===== src/rtl/rom_fetch_pkg.sv =====
// Shared types and default widths for the ROM fetch sequencer.
// The optional checksum output is enabled by defining FETCH_CHECKSUM_EN.
package rom_fetch_pkg;

   localparam int DEF_ADDR_W = 3;
   localparam int DEF_DATA_W = 16;
   localparam int DEF_CNT_W  = 4;
   localparam int ROM_DEPTH  = 2 ** DEF_ADDR_W;

   typedef enum logic [1:0] {
      IDLE  = 2'd0,
      ISSUE = 2'd1,
      DRAIN = 2'd2
   } fetch_state_e;

endpackage


===== src/rtl/fetch_skid_fifo.sv =====
// Two-entry valid/ready buffer; slot 0 is the registered output stage.
module fetch_skid_fifo
   import rom_fetch_pkg::*;
#(
   parameter int W = DEF_DATA_W + 1
) (
   input  logic         clk,
   input  logic         rst_n,
   input  logic         in_valid,
   input  logic [W-1:0] in_data,
   output logic         out_valid,
   output logic [W-1:0] out_data,
   input  logic         out_ready,
   output logic [1:0]   count
);

   logic         v0_q, v0_d, v1_q, v1_d;
   logic [W-1:0] d0_q, d0_d, d1_q, d1_d;
   logic         pop_s;

   // Next-state: shift on pop, then place an incoming word in the first free slot
   always_comb begin
      pop_s = v0_q & out_ready;
      if (pop_s) begin
         v0_d = v1_q;
         d0_d = v1_q ? d1_q : d0_q;
         v1_d = 1'b0;
         d1_d = d1_q;
      end else begin
         v0_d = v0_q;
         d0_d = d0_q;
         v1_d = v1_q;
         d1_d = d1_q;
      end
      if (in_valid && !v0_d) begin
         v0_d = 1'b1;
         d0_d = in_data;
      end else if (in_valid) begin
         v1_d = 1'b1;
         d1_d = in_data;
      end else begin
         v1_d = v1_d;
      end
   end

   // Buffer storage with synchronous reset
   always_ff @(posedge clk) begin
      if (!rst_n) begin
         v0_q <= 1'b0;
         v1_q <= 1'b0;
         d0_q <= '0;
         d1_q <= '0;
      end else begin
         v0_q <= v0_d;
         v1_q <= v1_d;
         d0_q <= d0_d;
         d1_q <= d1_d;
      end
   end

   assign out_valid = v0_q;
   assign out_data  = d0_q;
   assign count     = {1'b0, v0_q} + {1'b0, v1_q};

endmodule


===== src/rtl/rom_fetch_seq.sv =====
// Sequential ROM read initiator streaming words over valid/ready.
// Define FETCH_CHECKSUM_EN to add the csum output (sum of accepted words).
module rom_fetch_seq
   import rom_fetch_pkg::*;
#(
   parameter int ADDR_W = DEF_ADDR_W,
   parameter int DATA_W = DEF_DATA_W,
   parameter int CNT_W  = DEF_CNT_W
) (
   input  logic              clk,
   input  logic              rst_n,
   input  logic              start,
   input  logic [ADDR_W-1:0] start_addr,
   input  logic [CNT_W-1:0]  word_cnt,
   output logic [ADDR_W-1:0] rom_addr,
   input  logic [DATA_W-1:0] rom_data,
   output logic              out_valid,
   input  logic              out_ready,
   output logic [DATA_W-1:0] out_data,
   output logic              out_last,
   output logic              busy,
`ifdef FETCH_CHECKSUM_EN
   output logic [DATA_W-1:0] csum,
`endif
   output logic              done
);

   fetch_state_e      state_q, state_d;
   logic [ADDR_W-1:0] rom_addr_q, rom_addr_d;
   logic [CNT_W-1:0]  remaining_q, remaining_d;
   logic              infl_v_q, infl_v_d;
   logic [DATA_W-1:0] infl_data_q, infl_data_d;
   logic              infl_last_q, infl_last_d;
   logic              busy_q, busy_d;
   logic              done_q, done_d;
   logic [DATA_W:0]   fifo_out_s;
   logic [1:0]        fifo_cnt_s;
   logic              fifo_valid_s;
   logic              pop_s;
   logic [2:0]        occ_after_s;
   logic              slot_free_s;
`ifdef FETCH_CHECKSUM_EN
   logic [DATA_W-1:0] csum_q, csum_d;
`endif

   fetch_skid_fifo #(.W(DATA_W + 1)) u_fifo (
      .clk       (clk),
      .rst_n     (rst_n),
      .in_valid  (infl_v_q),
      .in_data   ({infl_last_q, infl_data_q}),
      .out_valid (fifo_valid_s),
      .out_data  (fifo_out_s),
      .out_ready (out_ready),
      .count     (fifo_cnt_s)
   );

   // A pop in the same cycle frees a slot, which keeps the stream at one word per cycle
   always_comb begin
      pop_s       = fifo_valid_s & out_ready;
      occ_after_s = {1'b0, fifo_cnt_s} + {2'b00, infl_v_q} - {2'b00, pop_s};
      slot_free_s = (occ_after_s < 3'd2);
   end

   // Sequencer next-state; the word on rom_data is captured into the in-flight stage when issued
   always_comb begin
      state_d     = state_q;
      rom_addr_d  = rom_addr_q;
      remaining_d = remaining_q;
      infl_v_d    = 1'b0;
      infl_data_d = infl_data_q;
      infl_last_d = infl_last_q;
      busy_d      = busy_q;
      done_d      = 1'b0;
`ifdef FETCH_CHECKSUM_EN
      csum_d      = pop_s ? (csum_q + fifo_out_s[DATA_W-1:0]) : csum_q;
`endif
      case (state_q)
         IDLE: begin
            if (start && (word_cnt != '0)) begin
               rom_addr_d  = start_addr;
               remaining_d = word_cnt;
               state_d     = ISSUE;
               busy_d      = 1'b1;
`ifdef FETCH_CHECKSUM_EN
               csum_d      = '0;
`endif
            end else if (start) begin
               done_d      = 1'b1;
`ifdef FETCH_CHECKSUM_EN
               csum_d      = '0;
`endif
            end else begin
               state_d     = IDLE;
            end
         end
         ISSUE: begin
            if ((remaining_q != '0) && slot_free_s) begin
               infl_v_d    = 1'b1;
               infl_data_d = rom_data;
               infl_last_d = (remaining_q == {{(CNT_W-1){1'b0}}, 1'b1});
               rom_addr_d  = rom_addr_q + {{(ADDR_W-1){1'b0}}, 1'b1};
               remaining_d = remaining_q - {{(CNT_W-1){1'b0}}, 1'b1};
               state_d     = infl_last_d ? DRAIN : ISSUE;
            end else begin
               state_d     = ISSUE;
            end
         end
         DRAIN: begin
            if (pop_s && fifo_out_s[DATA_W]) begin
               state_d = IDLE;
               busy_d  = 1'b0;
               done_d  = 1'b1;
            end else begin
               state_d = DRAIN;
            end
         end
         default: begin
            state_d = IDLE;
            busy_d  = 1'b0;
         end
      endcase
   end

   // Sequencer state and registered outputs
   always_ff @(posedge clk) begin
      if (!rst_n) begin
         state_q     <= IDLE;
         rom_addr_q  <= '0;
         remaining_q <= '0;
         infl_v_q    <= 1'b0;
         infl_data_q <= '0;
         infl_last_q <= 1'b0;
         busy_q      <= 1'b0;
         done_q      <= 1'b0;
`ifdef FETCH_CHECKSUM_EN
         csum_q      <= '0;
`endif
      end else begin
         state_q     <= state_d;
         rom_addr_q  <= rom_addr_d;
         remaining_q <= remaining_d;
         infl_v_q    <= infl_v_d;
         infl_data_q <= infl_data_d;
         infl_last_q <= infl_last_d;
         busy_q      <= busy_d;
         done_q      <= done_d;
`ifdef FETCH_CHECKSUM_EN
         csum_q      <= csum_d;
`endif
      end
   end

   assign rom_addr  = rom_addr_q;
   assign out_valid = fifo_valid_s;
   assign out_data  = fifo_out_s[DATA_W-1:0];
   assign out_last  = fifo_out_s[DATA_W];
   assign busy      = busy_q;
   assign done      = done_q;
`ifdef FETCH_CHECKSUM_EN
   assign csum      = csum_q;
`endif

endmodule

===== config.mk =====
export PLATFORM = sky130hd
export DESIGN_NAME = rom_fetch_seq
export DESIGN_NICKNAME = d
export VERILOG_FILES = /design/src/rtl/rom_fetch_pkg.sv /design/src/rtl/fetch_skid_fifo.sv /design/src/rtl/rom_fetch_seq.sv
export SDC_FILE = /design/constraint.sdc
export NUM_CORES = 1
export LEC_CHECK = 0
export CAP_MARGIN = 20
export CORE_ASPECT_RATIO = 2
export CORE_MARGIN = 2
export CORE_UTILIZATION = 45
export DETAILED_ROUTE_END_ITERATION = 10
export PLACE_DENSITY = 0.69
export RECOVER_POWER = 25
export SYNTH_ARGS = -nofsm -noshare
export SYNTH_HDL_FRONTEND = slang
export SYNTH_SLANG_ARGS = --single-unit

===== constraint.sdc =====
create_clock -name clk -period 6.1 [get_ports clk]
set_input_delay 1.22 -clock clk [delete_from_list [all_inputs] [get_ports clk]]
set_output_delay 1.22 -clock clk [all_outputs]
set_load 0.05 [all_outputs]

==> run_results.csv <==
group,metric,value,unit
status,status,"finished, violations left",
status,violations,"capacitance limit, slew limit",
sta,finalCriticalPeriod,3.974,ns
floorplanning,rows,40,
power,power,1190,uW
drt,wl,5980,um
power,vdd_drop_max,0.3164,mV
drt,drt_iter0_drc,94,
power,swShare,0.2594,
logic_synthesis,ys_warn_count,0,
sta,fin_skew,0.005486,ns
power,seqPwrFrac,0.398,
drt,route.detailed.drc,0,
placed_design,dp_hpwl,3910,um
logic_synthesis,ys.flop_type,"dfxtp_1",
critical_path,endpoint,"rom_addr[2]",
global_routing,grt_overflow,0,
critical_path,critPathMaxFanout,40,
clock_tree,clock_sinks,65,
sta,max_slew_margin,-0.2258,
critical_path,crit_start,"rst_n",
clock_tree,insertion_delay,0.33,ns
drt,wl_per_cell,14.55,um
logic_synthesis,synth-seq-area-share,0.4695,
logic_synthesis,synth_fp_nets,333,
sta,rsz0062_at_grt,"false",
placed_design,place_ws,2.398,ns
clock_tree,cts_tree,"yes",
final_layout,drive_gt1_frac,0.07471,
global_routing,track_usage,0.1929,
final_layout,n_antenna_cell,0,
critical_path,worstSetupPathType,"in -> reg",
final_layout,area_delta_synth_final,28.26,%
global_routing,grt_max_degree,64,
sta,finalWorstSetupSlack,2.126,ns
global_routing,grt_pass1_wl,9825,um
drt,vias,2223,
worst_hold_path,min_path_type,"reg -> reg",
logic_synthesis,synth_common_cells,"dfxtp_1, nor2_1, nand2_1",
clock_tree,clockRootBuffer,"clkbuf_16",
critical_path,required,6.31,ns
power,p_leak,0.001439,uW
sta,tns,0,ns
drt,drt-vias-per-instance,5.409,
global_routing,grt_pass1_vias,2149,
logic_synthesis,synthArstFlopShare,0,
floorplanning,die_y,115.0,um
power,combPwrFrac,0.165,
sta,max_freq,251.6,MHz
clock_tree,postCtsSetupBuffers,0,
critical_path,r2r_cells,9,
clock_tree,cts.reportedPaths.clkPinSlew,0.05,ns
logic_synthesis,synth.most_common_cell,"dfxtp_1",
floorplanning,die_area,6840,um^2
power,clkPwrFrac,0.437,
placed_design,place.gp.congestion,0.7651,
logic_synthesis,syn_inst,300,
worst_hold_path,holdPathStages,2,
power,p_sw,308.7,uW
logic_synthesis,ys_types,38,
critical_path,startpoint_type,"input pin",
floorplanning,initial_utilization,0.4653,
clock_tree,numCtsBuffers,9,
final_layout,fin_nets,376,
sta,max_slew.worst_pin.slew,1.839,ns
critical_path,r2r-end,"remaining_q[2]",
sta,hold_viol,0,
logic_synthesis,synth.area.top_cells,"dfxtp_1, mux2i_1, nor2_1, nand2_1, a211oi_1",
critical_path,reg2reg_from,"u_fifo.out_valid",
run,drv_cap,1,
critical_path,regToRegSetupSlack,3.73,ns
logic_synthesis,syn_area,2771,um^2
clock_tree,ctsResizeCount,0,
sta,drv_slew,41,
placed_design,numPortBuffers,49,
sta,finalCritPeriodShare,0.6514,
floorplanning,fp.dieW,59.49,um
power,p_int,881.4,uW
critical_path,cp.arrival,4.19,ns
drt,drtPass1Iterations,5,
clock_tree,h-tree-depth,3,
logic_synthesis,synth-edff-count,0,
sta,setup-violations-final,0,
logic_synthesis,ys_seq_elements,65,
logic_synthesis,syn_area_per_cell,9.238,um^2
floorplanning,coreArea,5956,um^2
logic_synthesis,synth_top_area_share,0.4695,
global_routing,antenna_found_initial,0,
critical_path,endpoint_kind,"register",
drt,ant_nets,0,
logic_synthesis,yosysTopAreaCell,"dfxtp_1",
clock_tree,clockBufferDepth,2,
clock_tree,cts_hold_buf,0,
power,powerDensity,334.8,nW/um^2
floorplanning,ios,50,
==> state kept, by name, indices dropped and copies added, names as in the netlist <==
name,count
u_fifo.v1_q,1
infl_v_q,1
u_fifo.d1_q,17
infl_data_q,16
busy,1
state_q,2
u_fifo.out_data,17
remaining_q,4
infl_last_q,1
u_fifo.out_valid,1
done,1
rom_addr,3
==> power by group through the flow <==
stage               Sequential [uW]  Combinational [uW]  Clock [uW]
floorplan                       521                99.6           0
global placement                482                 194           0
detailed placement              483                 197           0
CTS                             474                 198         533
global route                    477                 213         553
finish                          474                 196         520
==> metrics by stage <==
step	hold slack, ns	cells	util	cell area (um^2)
after detailed placement	0.4458	394	0.5447	3244
after floorplan	0.4357	300	-	2771
after global placement	0.4413	394	0.5447	3244
after CTS	0.4529	410	0.5966	3553
after global routing	0.4684	411	0.5968	3555
final	0.4511	411	0.5968	3555
==> how the worst min path moves through the flow <==
stage               startpoint              end  slack [ns]
2_1_floorplan   u_fifo.d1_q[0]   u_fifo.d1_q[0]        0.44
6_report       u_fifo.d1_q[10]  u_fifo.d1_q[10]        0.45
3_3_place_gp   u_fifo.d1_q[16]  u_fifo.d1_q[16]        0.44
5_1_grt        u_fifo.d1_q[10]  u_fifo.d1_q[10]        0.47
4_1_cts        u_fifo.d1_q[15]  u_fifo.d1_q[15]        0.45
3_5_place_dp   u_fifo.d1_q[15]  u_fifo.d1_q[15]        0.45
==> cells in the final DEF (no fill, tap or decap), types with 3 or more instances in the layout <==
master and n:
ha_1 6, clkbuf_16 9, clkbuf_1 3, a21oi_1 24, dfxtp_1 65, dlygate4sd3_1 3
inv_1 6, nand2_1 41, o21ai_0 6, mux2i_1 35, nor3b_1 3, clkbuf_8 3
nor3_1 3, nor2_1 45, a211oi_1 18, nand2b_1 5, clkdlybuf4s50_1 46
==> logic make-up (layout without fill, tap and decap cells) <==
logic type                 after synthesis  count (layout)  synth area share
adders and majority gates                6               6           0.02709
buffers and inverters                   25              73           0.04560
and+or+nand+nor                        106             106            0.1711
DFF                                     65              65            0.4695
xor gates and xnor gates                 1               1          0.005871
muxes                                   35              35            0.1264
AOI/OAI and AO/OA                       62              62            0.1544
==> routing by layer <==
layer,global-route usage,vias up,part of all wire
li1,-,1117,-
met1,0.1966,1050,0.41
met2,0.3385,44,0.53
met3,0.04387,12,0.027
met4,0.1230,0,0.033
met5,0,-,0
==> final cells by class <==
cell class	instances	area, um^2
inverter	6	22.52
clock inverter	2	35.03
sequential	65	1301
timing repair buffer	51	501.7
multi-input combinational	210	1341
tap	63	78.83
fill	548	2401
clock buffer	14	274.0
==> worst max-delay path, cell delays in order <==
cell and delay [ns]:
dlygate4sd3_1 0.63, inv_1 0.56, clkbuf_1 1.38, nor2_1 0.12
a32o_1 0.26
Power figures use the tool's default switching activity.
